===== src/rtl/seq_divider4_pkg.sv =====
// Shared definitions for the sequential restoring divider: FSM states and default width.
package seq_divider4_pkg;

  localparam int DEFAULT_N = 4;

  typedef enum logic [1:0] {
    ST_IDLE = 2'd0,
    ST_CALC = 2'd1,
    ST_DONE = 2'd2
  } state_t;

endpackage


===== src/rtl/seq_divider4_div_step.sv =====
// One restoring-division iteration: shift in the next dividend bit, trial-subtract D,
// keep the difference when it does not borrow.
module div_step #(
  parameter int N = 4
) (
  input  logic [N-1:0] r,
  input  logic         q_msb,
  input  logic [N-1:0] d,
  output logic [N-1:0] r_next,
  output logic         q_bit
);

  logic [N:0] r_shift;
  logic [N:0] trial;

  always_comb begin
    r_shift = {r, q_msb};
    trial   = r_shift - {1'b0, d};
    q_bit   = ~trial[N];
    // Either branch is below D, so the restored remainder always fits in N bits.
    r_next  = q_bit ? trial[N-1:0] : r_shift[N-1:0];
  end

endmodule


===== src/rtl/seq_divider4.sv =====
// Sequential unsigned restoring divider: one quotient bit per clock, N iterations,
// registered quotient/remainder with a one-cycle done strobe.
module seq_divider4
  import seq_divider4_pkg::*;
#(
  parameter int N = DEFAULT_N
) (
  input  logic         clk,
  input  logic         rst_n,
  input  logic         start,
  input  logic [N-1:0] dividend,
  input  logic [N-1:0] divisor,
  output logic         busy,
  output logic         done,
  output logic [N-1:0] quotient,
  output logic [N-1:0] remainder,
  output logic         div_by_zero
);

  localparam int CW = (N > 1) ? $clog2(N) : 1;

  state_t        state_q, state_d;
  logic [N-1:0]  r_q, r_d;
  logic [N-1:0]  q_q, q_d;
  logic [N-1:0]  d_q, d_d;
  logic [CW-1:0] count_q, count_d;
  logic [N-1:0]  quot_q, quot_d;
  logic [N-1:0]  rem_q, rem_d;
  logic          dbz_q, dbz_d;

  logic [N-1:0]  step_r;
  logic          step_q_bit;
  logic [N-1:0]  q_shift;

  div_step #(.N(N)) u_step (
    .r      (r_q),
    .q_msb  (q_q[N-1]),
    .d      (d_q),
    .r_next (step_r),
    .q_bit  (step_q_bit)
  );

  always_comb begin
    q_shift = (q_q << 1) | N'(step_q_bit);

    state_d = state_q;
    r_d     = r_q;
    q_d     = q_q;
    d_d     = d_q;
    count_d = count_q;
    quot_d  = quot_q;
    rem_d   = rem_q;
    dbz_d   = dbz_q;

    case (state_q)
      ST_IDLE: begin
        if (start) begin
          d_d     = divisor;
          q_d     = dividend;
          r_d     = '0;
          count_d = CW'(N - 1);
          if (divisor == '0) begin
            // Nothing to iterate: publish the saturated result immediately.
            state_d = ST_DONE;
            quot_d  = '1;
            rem_d   = dividend;
            dbz_d   = 1'b1;
          end else begin
            state_d = ST_CALC;
          end
        end
      end
      ST_CALC: begin
        r_d = step_r;
        q_d = q_shift;
        if (count_q == '0) begin
          state_d = ST_DONE;
          quot_d  = q_shift;
          rem_d   = step_r;
          dbz_d   = 1'b0;
        end else begin
          count_d = count_q - CW'(1);
        end
      end
      ST_DONE: state_d = ST_IDLE;
      default: state_d = ST_IDLE;
    endcase
  end

  always_ff @(posedge clk or negedge rst_n) begin
    if (!rst_n) begin
      state_q <= ST_IDLE;
      r_q     <= '0;
      q_q     <= '0;
      d_q     <= '0;
      count_q <= '0;
      quot_q  <= '0;
      rem_q   <= '0;
      dbz_q   <= 1'b0;
    end else begin
      state_q <= state_d;
      r_q     <= r_d;
      q_q     <= q_d;
      d_q     <= d_d;
      count_q <= count_d;
      quot_q  <= quot_d;
      rem_q   <= rem_d;
      dbz_q   <= dbz_d;
    end
  end

  assign busy        = (state_q != ST_IDLE);
  assign done        = (state_q == ST_DONE);
  assign quotient    = quot_q;
  assign remainder   = rem_q;
  assign div_by_zero = dbz_q;

endmodule


===== config.mk =====
export PLATFORM = sky130hd
export DESIGN_NAME = seq_divider4
export DESIGN_NICKNAME = d
export VERILOG_FILES = /design/src/rtl/seq_divider4_pkg.sv /design/src/rtl/seq_divider4_div_step.sv /design/src/rtl/seq_divider4.sv
export SDC_FILE = /design/constraint.sdc
export NUM_CORES = 1
export LEC_CHECK = 0
export ABC_AREA = 0
export CAP_MARGIN = 5
export CORE_UTILIZATION = 52
export CTS_CLUSTER_DIAMETER = 200
export DETAILED_ROUTE_END_ITERATION = 8
export PLACE_DENSITY = 0.82
export SLEW_MARGIN = 20
export SYNTH_ARGS = -nofsm -noshare
export SYNTH_HDL_FRONTEND = slang
export SYNTH_SLANG_ARGS = --single-unit

===== constraint.sdc =====
create_clock -name clk -period 2.19 [get_ports clk]
set_input_delay 0.3285 -clock clk [delete_from_list [all_inputs] [get_ports clk]]
set_output_delay 0.3285 -clock clk [all_outputs]
set_load 0.005 [all_outputs]

# Word level (Yosys, flattened, before mapping)
# Cells that the tools add are included.
# Widths: inputs -> output; s select.
# totals
output_inout_bits	11
reg_bits	25
elab_cells	52
input_bits	11
# op_classes
n_eq_ne	6
n_addsub	2
reduce_logical	10
muxes	24
bitwise	2
# ops
cell	count
$mux 4	9
$pmux 4 s2	4
$mux 2	5
$ne 2x2->1 const B	4
$pmux 2 s2	2
$reduce_and 2->1	3
$sub 5x4->5	1
$logic_not 2->1	2
$logic_not 4->1	1
$or 4x1->4	1
$reduce_and 4->1	1
$reduce_bool 2->1	2
$mux 1	3
$reduce_and 3->1	1
$eq 2x1->1 const B	1
$eq 2x2->1 const B	1
$pmux 1 s2	1
$sub 2x1->2 const B	1
$not 1->1	1

# Depth between registers and ports, before layout
# Gate-level depths: netlist of run 1.
# logic_depth
depth_word	5
depth_mapped	8
ltp_nobuf	8

# Cells and area by module
# From an unflattened synthesis of run 1, not the netlist that was laid out.
# unflattened
hier_cells	113
area_unflattened_um2	1325.0
# by_module_without_submodules
module	area_each_um2	seq_area_each_um2	n_inst	cells_per_inst
seq_divider4	1123.6	625.6	1	89
div_step	201.4	0.0	1	24

# Worst setup path after synthesis of run 1
# No wires, ideal clock.
# synth_timing
path_kind	register to register
start	register q_q[3]
end	register rem_q[3], in the netlist remainder[3]
setup_time_ns	0.137
arrival_time_ns	1.852
stages_incl_launch_ff	9
n_path_buf	0
t_required_ns	2.053
period_less_slack_ns	1.989
setup_slack_ns	0.201
path_cell_list	dfrtp_1 > inv_1 > ha_1 > fa_1 > nand2b_1 > a21o_1 > xnor2_1 > nand2b_1 > a41oi_2
# synth_between
elab_chain_cells	4
# synth_lines
element	line	text
start, declared	seq_divider4.sv:24	logic [N-1:0] q_q, q_d;
start signal, assigned	seq_divider4.sv:103	q_q <= q_d;
$sub 5x4->5	seq_divider4_div_step.sv:18	trial = r_shift - {1'b0, d};
$mux 4	seq_divider4_div_step.sv:21	r_next = q_bit ? trial[N-1:0] : r_shift[N-1:0];
$mux 4	seq_divider4.sv:76	if (count_q == '0) begin
$pmux 4 s2	seq_divider4.sv:55	case (state_q)
end signal, assigned	seq_divider4.sv:107	rem_q <= rem_d;
end, declared	seq_divider4.sv:28	logic [N-1:0] rem_q, rem_d;
# Every way passes these cells. The select of a mux whose other input is x is not followed.
# A chain may end at the register's enable or synchronous reset.

# Final worst setup path of run 1
# layout_timing
start	register d_q[0]
end	register q_q[0]
# layout_between
elab_chain_cells	4
# layout_lines
element	line	text
start, declared	seq_divider4.sv:25	logic [N-1:0] d_q, d_d;
start signal, assigned	seq_divider4.sv:95	d_q <= '0;
start signal, assigned	seq_divider4.sv:104	d_q <= d_d;
$sub 5x4->5	seq_divider4_div_step.sv:18	
$not 1->1	seq_divider4_div_step.sv:19	q_bit = ~trial[N];
$or 4x1->4	seq_divider4.sv:44	q_shift = (q_q << 1) | N'(step_q_bit);
$pmux 4 s2	seq_divider4.sv:55	
# Every way passes these cells.

==> impl_results.html, run 1 <==
<table>
<tr><th>Metric</th><th>Value</th></tr>
<tr><th colspan="2">Logic synthesis</th></tr>
<tr><td>Cell Area, Synth</td><td>1360 um^2</td></tr>
<tr><td>Total of warnings raised by yosys</td><td>0</td></tr>
<tr><td>Mux share of post-synthesis cell area</td><td>0.0626</td></tr>
<tr><td>Post-synthesis simple-gate area fraction</td><td>0.161</td></tr>
<tr><td>Number of distinct library cells after synthesis</td><td>37</td></tr>
<tr><td>Area share of xor/xnor cells in the synthesized design</td><td>0.0193</td></tr>
<tr><td>Net count after synthesis</td><td>147</td></tr>
<tr><td>Sequential cell area fraction in the yosys report</td><td>0.460</td></tr>
<tr><td>Flops &amp; latches, synth</td><td>25</td></tr>
<tr><td>Compound-gate portion of the synthesized area</td><td>0.192</td></tr>
<tr><td>Arithmetic-cell share of the synthesized area counting full adders, half adders and majority gates</td><td>0.0608</td></tr>
<tr><td>Synthesized area per cell</td><td>10.5 um^2</td></tr>
<tr><td>Dominant combinational cell family by area after synthesis</td><td>compound AO/OA/AOI/OAI gates</td></tr>
<tr><td>Synthesized instance count</td><td>130</td></tr>
<tr><th colspan="2">Clock network</th></tr>
<tr><td>TritonCTS Buffers</td><td>3</td></tr>
<tr><td>CTS Hold Bufs</td><td>0</td></tr>
<tr><td>Clock Root Buffer</td><td>clkbuf_4</td></tr>
<tr><td>CTS clk-pin slew, worst paths</td><td>0.14 ns</td></tr>
<tr><td>Num Clock Sinks</td><td>25</td></tr>
<tr><td>Clock latency reported for the late side of the worst-skew pair</td><td>0.32 ns</td></tr>
<tr><td>Maximum buffer depth of the clock tree</td><td>2</td></tr>
<tr><td>H-tree Lvls</td><td>1</td></tr>
<tr><td>Clock tree from TritonCTS</td><td>built</td></tr>
<tr><th colspan="2">Cells and area</th></tr>
<tr><td>Area of the multi-input gates</td><td>692 um^2</td></tr>
<tr><td>Area growth from synthesis to layout</td><td>23.3%</td></tr>
<tr><td>Total area of sequential cells</td><td>626 um^2</td></tr>
<tr><td>Highest-count cells in the layout ignoring fill and taps</td><td>25 x dfrtp_1, 21 x clkdlybuf4s50_1, 10 x a21oi_1</td></tr>
<tr><td>Finished layout cell area</td><td>1680 um^2</td></tr>
<tr><td>Antenna Diode Count</td><td>0</td></tr>
<tr><td>Filler Cells Inserted</td><td>197</td></tr>
<tr><td>Fraction of final layout cells sized beyond drive strength 1</td><td>0.185</td></tr>
<tr><td>Most frequent standard cell in the layout excluding fill and tap cells</td><td>dfrtp_1</td></tr>
<tr><td>Number of nets in the layout</td><td>175</td></tr>
<tr><th colspan="2">GRT</th></tr>
<tr><td>Overall track demand over capacity in global routing</td><td>0.237</td></tr>
<tr><td>Number of global-route vias before repair</td><td>1034</td></tr>
<tr><td>Initial antenna violation count</td><td>0</td></tr>
<tr><td>Remaining Overflow, GRT</td><td>0</td></tr>
<tr><td>Largest net degree at the start of global routing</td><td>26</td></tr>
<tr><td>First-pass GRT wire length</td><td>4670 um</td></tr>
<tr><th colspan="2">Status</th></tr>
<tr><td>Outcome</td><td>finished, final reports clean</td></tr>
<tr><th colspan="2">Worst setup path</th></tr>
<tr><td>Category of the worst setup path launch point</td><td>flip-flop</td></tr>
<tr><td>Critical path fanouts, max</td><td>4</td></tr>
<tr><td>Crit path DAT</td><td>2.30 ns</td></tr>
<tr><td>Data required time of the worst path</td><td>2.44 ns</td></tr>
<tr><td>Worst reg2reg setup slack</td><td>0.14 ns</td></tr>
<tr><td>Number of cell instances on the worst register-to-register path</td><td>8</td></tr>
<tr><td>Category of the critical setup timing path</td><td>flip-flop to flip-flop</td></tr>
<tr><td>Critical Path Sink Type</td><td>flip-flop</td></tr>
<tr><th colspan="2">STA</th></tr>
<tr><td>Final period util</td><td>0.934</td></tr>
<tr><td>Unrepaired setup endpoints after global routing</td><td>no</td></tr>
<tr><td>Final max-slew violation count</td><td>0</td></tr>
<tr><td>Max Clk Rate</td><td>0.489 GHz</td></tr>
<tr><td>Final Hold Vio Count</td><td>0</td></tr>
<tr><td>Slew at the pin with the worst max-slew slack</td><td>0.463 ns</td></tr>
<tr><td>Final setup fails</td><td>0</td></tr>
<tr><td>Post-layout min period</td><td>2.05 ns</td></tr>
<tr><td>Max-slew headroom</td><td>0.691</td></tr>
<tr><td>Worst clock skew</td><td>0.00384 ns</td></tr>
<tr><td>Total negative slack for setup checks</td><td>0 ns</td></tr>
<tr><th colspan="2">Power</th></tr>
<tr><td>Leakage power of the design</td><td>0.734 nW</td></tr>
<tr><td>Maximum resistive drop on vdd</td><td>0.926 mV</td></tr>
<tr><td>Net switching power</td><td>1.13 mW</td></tr>
<tr><td>Relative contribution of combinational cells to total power</td><td>0.607</td></tr>
<tr><td>Switching Fraction</td><td>0.412</td></tr>
<tr><td>Clock network fraction of total power</td><td>0.075</td></tr>
<tr><td>Pwr/cell area</td><td>1640 nW/um^2</td></tr>
<tr><td>Internal power component</td><td>1.61 mW</td></tr>
<tr><td>Fraction of power consumed by sequential logic</td><td>0.317</td></tr>
<tr><th colspan="2">Die</th></tr>
<tr><td>Vertical extent of the die</td><td>53.1 um</td></tr>
<tr><td>Core area</td><td>2480 um^2</td></tr>
<tr><td>Total number of placement rows</td><td>18</td></tr>
<tr><td>Effective utilization at floorplan</td><td>0.548</td></tr>
<tr><td>Die outline area</td><td>2820 um^2</td></tr>
<tr><td>Num ports</td><td>22</td></tr>
<tr><td>Die Width</td><td>53.1 um</td></tr>
<tr><th colspan="2">Routing</th></tr>
<tr><td>DRC violations left</td><td>0</td></tr>
<tr><td>Starting DRT DRC Count</td><td>15</td></tr>
<tr><td>Routed WL</td><td>2880 um</td></tr>
<tr><td>Via density per instance</td><td>5.53</td></tr>
<tr><td>Via total after detailed routing</td><td>1035</td></tr>
<tr><td>First drt pass iteration count</td><td>4</td></tr>
<tr><td>Number of nets still failing antenna checks after routing</td><td>0</td></tr>
<tr><td>Routed length per instance</td><td>15.4 um</td></tr>
<tr><th colspan="2">Hold path</th></tr>
<tr><td>Classification of the worst-slack hold path</td><td>input pin to async pin</td></tr>
<tr><th colspan="2">Flow run</th></tr>
<tr><td>Number of max-cap violations</td><td>0</td></tr>
<tr><th colspan="2">Place</th></tr>
<tr><td>Post-Place Cell Area</td><td>1620 um^2</td></tr>
<tr><td>Post-detailed-placement half-perimeter wirelength</td><td>2140 um</td></tr>
<tr><td>PortBufs</td><td>21</td></tr>
<tr><td>Final estimated routing congestion in global placement</td><td>0.940</td></tr>
</table>
[metrics by stage]
| stage | total power [mW] | utilization | hold slack (ns) | setup slack [ns] | cells |
|---|---|---|---|---|---|
| CTS | 2.68 | 0.666 | 0.357 | 0.0658 | 185 |
| global route | 2.97 | 0.676 | 0.368 | 0.0261 | 187 |
| detailed placement | 2.44 | 0.652 | 0.479 | 0.0166 | 181 |
| finish | 2.75 | 0.676 | 0.353 | 0.145 | 187 |
| floorplan | 1.92 | - | 0.0329 | 0.201 | 130 |
| global placement | 2.37 | 0.652 | 0.452 | 0.148 | 181 |
[worst paths after layout]
| check | endpoint | start |
|---|---|---|
| max reg2reg | q_q[0] | d_q[0] |
| min | quotient[2] | rst_n |
| min reg2reg | count_q[0] | count_q[0] |
| max in group asynchronous | d_q[3] | rst_n |
| max | q_q[0] | d_q[0] |
| min in group clk | count_q[0] | count_q[0] |
[power by group through the flow]
stage | Sequential, mW | Combinational [mW] | Clock (mW)
4_1_cts | 0.871 | 1.59 | 0.213
6_report | 0.871 | 1.67 | 0.207
2_1_floorplan | 0.835 | 1.08 | 0
3_3_place_gp | 0.867 | 1.50 | 0
3_5_place_dp | 0.882 | 1.56 | 0
5_1_grt | 0.904 | 1.83 | 0.230
[critical path: stages (launching register included)]
cell and delay (ns):
dfrtp_1 0.40, ha_1 0.22, fa_2 0.35, nand2b_1 0.17
a21o_1 0.22, xnor2_2 0.25, buf_4 0.16, mux2i_1 0.06
o21ai_1 0.15
[what timing repair did]
action / 4_1_cts / 5_1_grt
buffers inserted: 0 / 2
resized for setup: 1 / 2
pin swaps: 0 / 1
setup endpoints to repair: 1 / 4
[cells in the mapped netlist (all sizes together)]
master / n / area share
dfrtp: 25 / 0.46
o21ai: 5 / 0.027
o22a: 4 / 0.026
a21oi: 13 / 0.056
nand2b: 4 / 0.018
buf: 3 / 0.016
nor2b: 1 / 0.0046
a211oi: 3 / 0.017
a31o: 1 / 0.0064
or4: 1 / 0.0083
nand3: 5 / 0.018
o21a: 1 / 0.0055
xor2: 1 / 0.0064
fa: 1 / 0.015
mux2: 4 / 0.033
a221o: 1 / 0.0074
a21o: 1 / 0.0055
a211o: 3 / 0.019
nand3b: 5 / 0.028
ha: 5 / 0.046
or3: 4 / 0.018
mux2i: 4 / 0.029
o21bai: 1 / 0.0055
nand2: 9 / 0.027
and2b: 1 / 0.0055
inv: 8 / 0.022
nor2: 10 / 0.033
a41oi: 1 / 0.012
o211ai: 1 / 0.0055
xnor2: 2 / 0.013
clkbuf: 2 / 0.0055
[metal layers]
| metal | GRT usage | up-vias | wire [um] |
|---|---|---|---|
| li1 | - | 517 | - |
| met1 | 0.297 | 501 | 1320 |
| met2 | 0.403 | 13 | 1490 |
| met3 | 0.0374 | 4 | 42 |
| met4 | 0.0965 | 0 | 31 |
| met5 | 0 | - | 0 |
[state kept, by name, summed over array words and instances (netlist names)]
signal	cells
d_q	4
q_q	4
quotient	4
r_q	4
remainder	4
count_q	2
state_q	2
div_by_zero	1
[kinds of logic (layout without fill, tap and decap cells)]
kind of cell / Yosys count / after routing
compound gates: 35 / 35
xor+xnor: 3 / 3
fa+ha+maj: 6 / 6
buf+inv: 13 / 40
flops: 25 / 25
mux: 8 / 8
simple gates: 40 / 40
[area by class of cell]
class                      count  area share
multi-input combinational     92       0.413
inverter                       8      0.0179
clock buffer                   3      0.0134
sequential                    25       0.373
clock inverter                 1     0.00299
timing repair buffer          28       0.157
tap                           30      0.0224
Power figures use the tool's default switching activity.
==> inputs of run 2 (changes only) <==
--- a/config.mk
+++ b/config.mk
@@ -10,7 +10,9 @@
 export CORE_UTILIZATION = 52
 export CTS_CLUSTER_DIAMETER = 200
 export DETAILED_ROUTE_END_ITERATION = 8
+export HOLD_SLACK_MARGIN = 0.1
 export PLACE_DENSITY = 0.82
+export RECOVER_POWER = 25
 export SLEW_MARGIN = 20
 export SYNTH_ARGS = -nofsm -noshare
 export SYNTH_HDL_FRONTEND = slang
==> impl_results.html, run 2 (synthesis gave the netlist of run 1 again) <==
<table>
<tr><th>Metric</th><th>Value</th></tr>
<tr><th colspan="2">Die</th></tr>
<tr><td>Vertical extent of the die</td><td>53.1 um (unchanged)</td></tr>
<tr><td>Core area</td><td>2480 um^2 (unchanged)</td></tr>
<tr><td>Effective utilization at floorplan</td><td>0.548 (unchanged)</td></tr>
<tr><td>Die outline area</td><td>2820 um^2 (unchanged)</td></tr>
<tr><td>Die Width</td><td>53.1 um (unchanged)</td></tr>
<tr><td>Num ports</td><td>22 (unchanged)</td></tr>
<tr><td>Total number of placement rows</td><td>18 (unchanged)</td></tr>
<tr><th colspan="2">Routing</th></tr>
<tr><td>DRC violations left</td><td>0 (unchanged)</td></tr>
<tr><td>Wl on met1</td><td>1330 um (+0.30%)</td></tr>
<tr><td>Met2 wire length</td><td>1490 um (+0.13%)</td></tr>
<tr><td>Starting DRT DRC Count</td><td>15 (unchanged)</td></tr>
<tr><td>Via total after detailed routing</td><td>1036 (+0.097%)</td></tr>
<tr><td>Via density per instance</td><td>5.54 (about the same)</td></tr>
<tr><td>Routed WL</td><td>2890 um (+0.17%)</td></tr>
<tr><td>Routed length per instance</td><td>15.4 um (+0.17%)</td></tr>
<tr><td>Highest signal layer in the routed design</td><td>met4</td></tr>
<tr><td>First drt pass iteration count</td><td>4 (unchanged)</td></tr>
<tr><td>Number of nets still failing antenna checks after routing</td><td>0 (unchanged)</td></tr>
<tr><td>Met3 layer wire length in the routed design</td><td>42 um (unchanged)</td></tr>
<tr><th colspan="2">STA</th></tr>
<tr><td>Post-route worst setup slack</td><td>0.144 ns (-0.0000760 ns)</td></tr>
<tr><td>Post-route worst hold slack</td><td>0.493 ns (+0.140 ns)</td></tr>
<tr><td>Max-slew headroom</td><td>0.0824 (-0.609)</td></tr>
<tr><td>Final period util</td><td>0.934 (about the same)</td></tr>
<tr><td>Max Clk Rate</td><td>0.489 GHz (about the same)</td></tr>
<tr><td>Worst clock skew</td><td>0.00387 ns (+0.0000280 ns)</td></tr>
<tr><td>Final Hold Vio Count</td><td>0 (unchanged)</td></tr>
<tr><td>Final max-slew violation count</td><td>0 (unchanged)</td></tr>
<tr><td>Unrepaired setup endpoints after global routing</td><td>no</td></tr>
<tr><td>Final setup fails</td><td>0 (unchanged)</td></tr>
<tr><td>Total negative slack for setup checks</td><td>0 ns (unchanged)</td></tr>
<tr><td>Post-layout min period</td><td>2.05 ns (+0.0000760 ns)</td></tr>
<tr><td>Slew at the pin with the worst max-slew slack</td><td>1.38 ns (+0.913 ns)</td></tr>
<tr><th colspan="2">Clock network</th></tr>
<tr><td>Clock Root Buffer</td><td>clkbuf_4</td></tr>
<tr><td>TritonCTS Buffers</td><td>3 (unchanged)</td></tr>
<tr><td>H-tree Lvls</td><td>1 (unchanged)</td></tr>
<tr><td>Maximum buffer depth of the clock tree</td><td>2 (unchanged)</td></tr>
<tr><td>Clock tree from TritonCTS</td><td>built</td></tr>
<tr><td>CTS clk-pin slew, worst paths</td><td>0.13 ns (about the same)</td></tr>
<tr><td>CTS Hold Bufs</td><td>0 (unchanged)</td></tr>
<tr><td>Num Clock Sinks</td><td>25 (unchanged)</td></tr>
<tr><td>Clock latency reported for the late side of the worst-skew pair</td><td>0.32 ns (about the same)</td></tr>
<tr><th colspan="2">Cells and area</th></tr>
<tr><td>Fraction of final layout cells sized beyond drive strength 1</td><td>0.178 (-0.00637)</td></tr>
<tr><td>Area growth from synthesis to layout</td><td>23.0%</td></tr>
<tr><td>Filler Cells Inserted</td><td>199 (+1.0%)</td></tr>
<tr><td>Number of nets in the layout</td><td>175 (unchanged)</td></tr>
<tr><td>Highest-count cells in the layout ignoring fill and taps</td><td>25 x dfrtp_1, 20 x clkdlybuf4s50_1, 10 x a21oi_1</td></tr>
<tr><td>Antenna Diode Count</td><td>0 (unchanged)</td></tr>
<tr><td>Most frequent standard cell in the layout excluding fill and tap cells</td><td>dfrtp_1</td></tr>
<tr><th colspan="2">GRT</th></tr>
<tr><td>First-pass GRT wire length</td><td>4670 um (unchanged)</td></tr>
<tr><td>Remaining Overflow, GRT</td><td>0 (unchanged)</td></tr>
<tr><td>Largest net degree at the start of global routing</td><td>26 (unchanged)</td></tr>
<tr><td>Number of global-route vias before repair</td><td>1034 (unchanged)</td></tr>
<tr><td>Overall track demand over capacity in global routing</td><td>0.237 (unchanged)</td></tr>
<tr><td>Initial antenna violation count</td><td>0 (unchanged)</td></tr>
<tr><th colspan="2">Power</th></tr>
<tr><td>Leakage power of the design</td><td>0.730 nW (-0.46%)</td></tr>
<tr><td>Pwr/cell area</td><td>1640 nW/um^2 (+0.19%)</td></tr>
<tr><td>Overall power</td><td>2.74 mW (about the same)</td></tr>
<tr><td>Maximum resistive drop on vdd</td><td>0.927 mV (about the same)</td></tr>
<tr><th colspan="2">Worst setup path</th></tr>
<tr><td>Worst reg2reg setup slack</td><td>0.14 ns (about the same)</td></tr>
<tr><td>Critical Path Sink Type</td><td>flip-flop</td></tr>
<tr><td>Category of the worst setup path launch point</td><td>flip-flop</td></tr>
<tr><td>Data required time of the worst path</td><td>2.44 ns (about the same)</td></tr>
<tr><td>Category of the critical setup timing path</td><td>flip-flop to flip-flop</td></tr>
<tr><td>Critical path fanouts, max</td><td>4 (unchanged)</td></tr>
<tr><td>Crit path DAT</td><td>2.30 ns (about the same)</td></tr>
<tr><th colspan="2">Hold path</th></tr>
<tr><td>Classification of the worst-slack hold path</td><td>flip-flop to flip-flop</td></tr>
<tr><th colspan="2">Place</th></tr>
<tr><td>Pre-CTS worst setup slack</td><td>0.0166 ns (unchanged)</td></tr>
<tr><td>Final estimated routing congestion in global placement</td><td>0.940 (unchanged)</td></tr>
<tr><td>Post-detailed-placement half-perimeter wirelength</td><td>2140 um (unchanged)</td></tr>
<tr><td>PortBufs</td><td>21 (unchanged)</td></tr>
<tr><th colspan="2">Status</th></tr>
<tr><td>Outcome</td><td>finished, final reports clean</td></tr>
<tr><th colspan="2">Flow run</th></tr>
<tr><td>Number of max-cap violations</td><td>0 (unchanged)</td></tr>
</table>
[run 2: cell types whose count changed in the layout (fill, tap and decap cells not counted)]
cell	before	now
buf_4	7	6
clkbuf_1	0	1
clkdlybuf4s50_1	21	20
dlygate4sd3_1	0	1
[run 2: through the flow]
stage,utilization,area [um^2],cells
final,0.675,1670,187
after global routing,0.675,1670,187
after CTS,0.666,1650,185
after detailed placement,0.652,1620,181
after global placement,0.652,1620,181
after floorplan,-,1360,130
[run 2: final cells by class]
class | count | area [um^2] | share of cell area
sequential | 25 | 626 | 0.374
clock buffer | 3 | 22.5 | 0.0135
clock inverter | 1 | 5.00 | 0.00299
tap | 30 | 37.5 | 0.0225
multi-input combinational | 92 | 692 | 0.414
timing repair buffer | 28 | 259 | 0.155
inverter | 8 | 30.0 | 0.0180
[run 2: what timing repair did]
action                                  4_1_cts  5_1_grt
pin swaps                                     0        1
resized for setup                             1        2
endpoints found under the setup margin        1        4
buffers inserted                              0        2
hold endpoints to repair                      0        0
[run 2: layer usage]
layer,global-route usage,up-vias
met2,0.403,13
met5,0,-
li1,-,517
met3,0.0374,4
met1,0.297,502
met4,0.0965,0
[run 2: path summary, 6_finish.rpt]
kind	startpoint	endpoint	depth (start not counted)
setup / recovery	d_q[0]	q_q[0]	8
hold / removal	count_q[0]	count_q[0]	1
setup reg to reg	d_q[0]	q_q[0]	8
hold reg to reg	count_q[0]	count_q[0]	1
max in group asynchronous	rst_n	d_q[3]	2
min in group asynchronous	rst_n	quotient[2]	2
[run 2: worst max-delay path, cell delays in order, from the launching register on]
cell and delay (ns):
dfrtp_1 0.40, ha_1 0.22, fa_2 0.35, nand2b_1 0.17
a21o_1 0.22, xnor2_2 0.25, buf_4 0.16, mux2i_1 0.06
o21ai_1 0.15
[run 2: where the power goes]
group	total [mW]	internal [mW]	switching, mW
logic	1.67	0.856	0.811
registers	0.871	0.689	0.182
clock network	0.207	0.0685	0.139
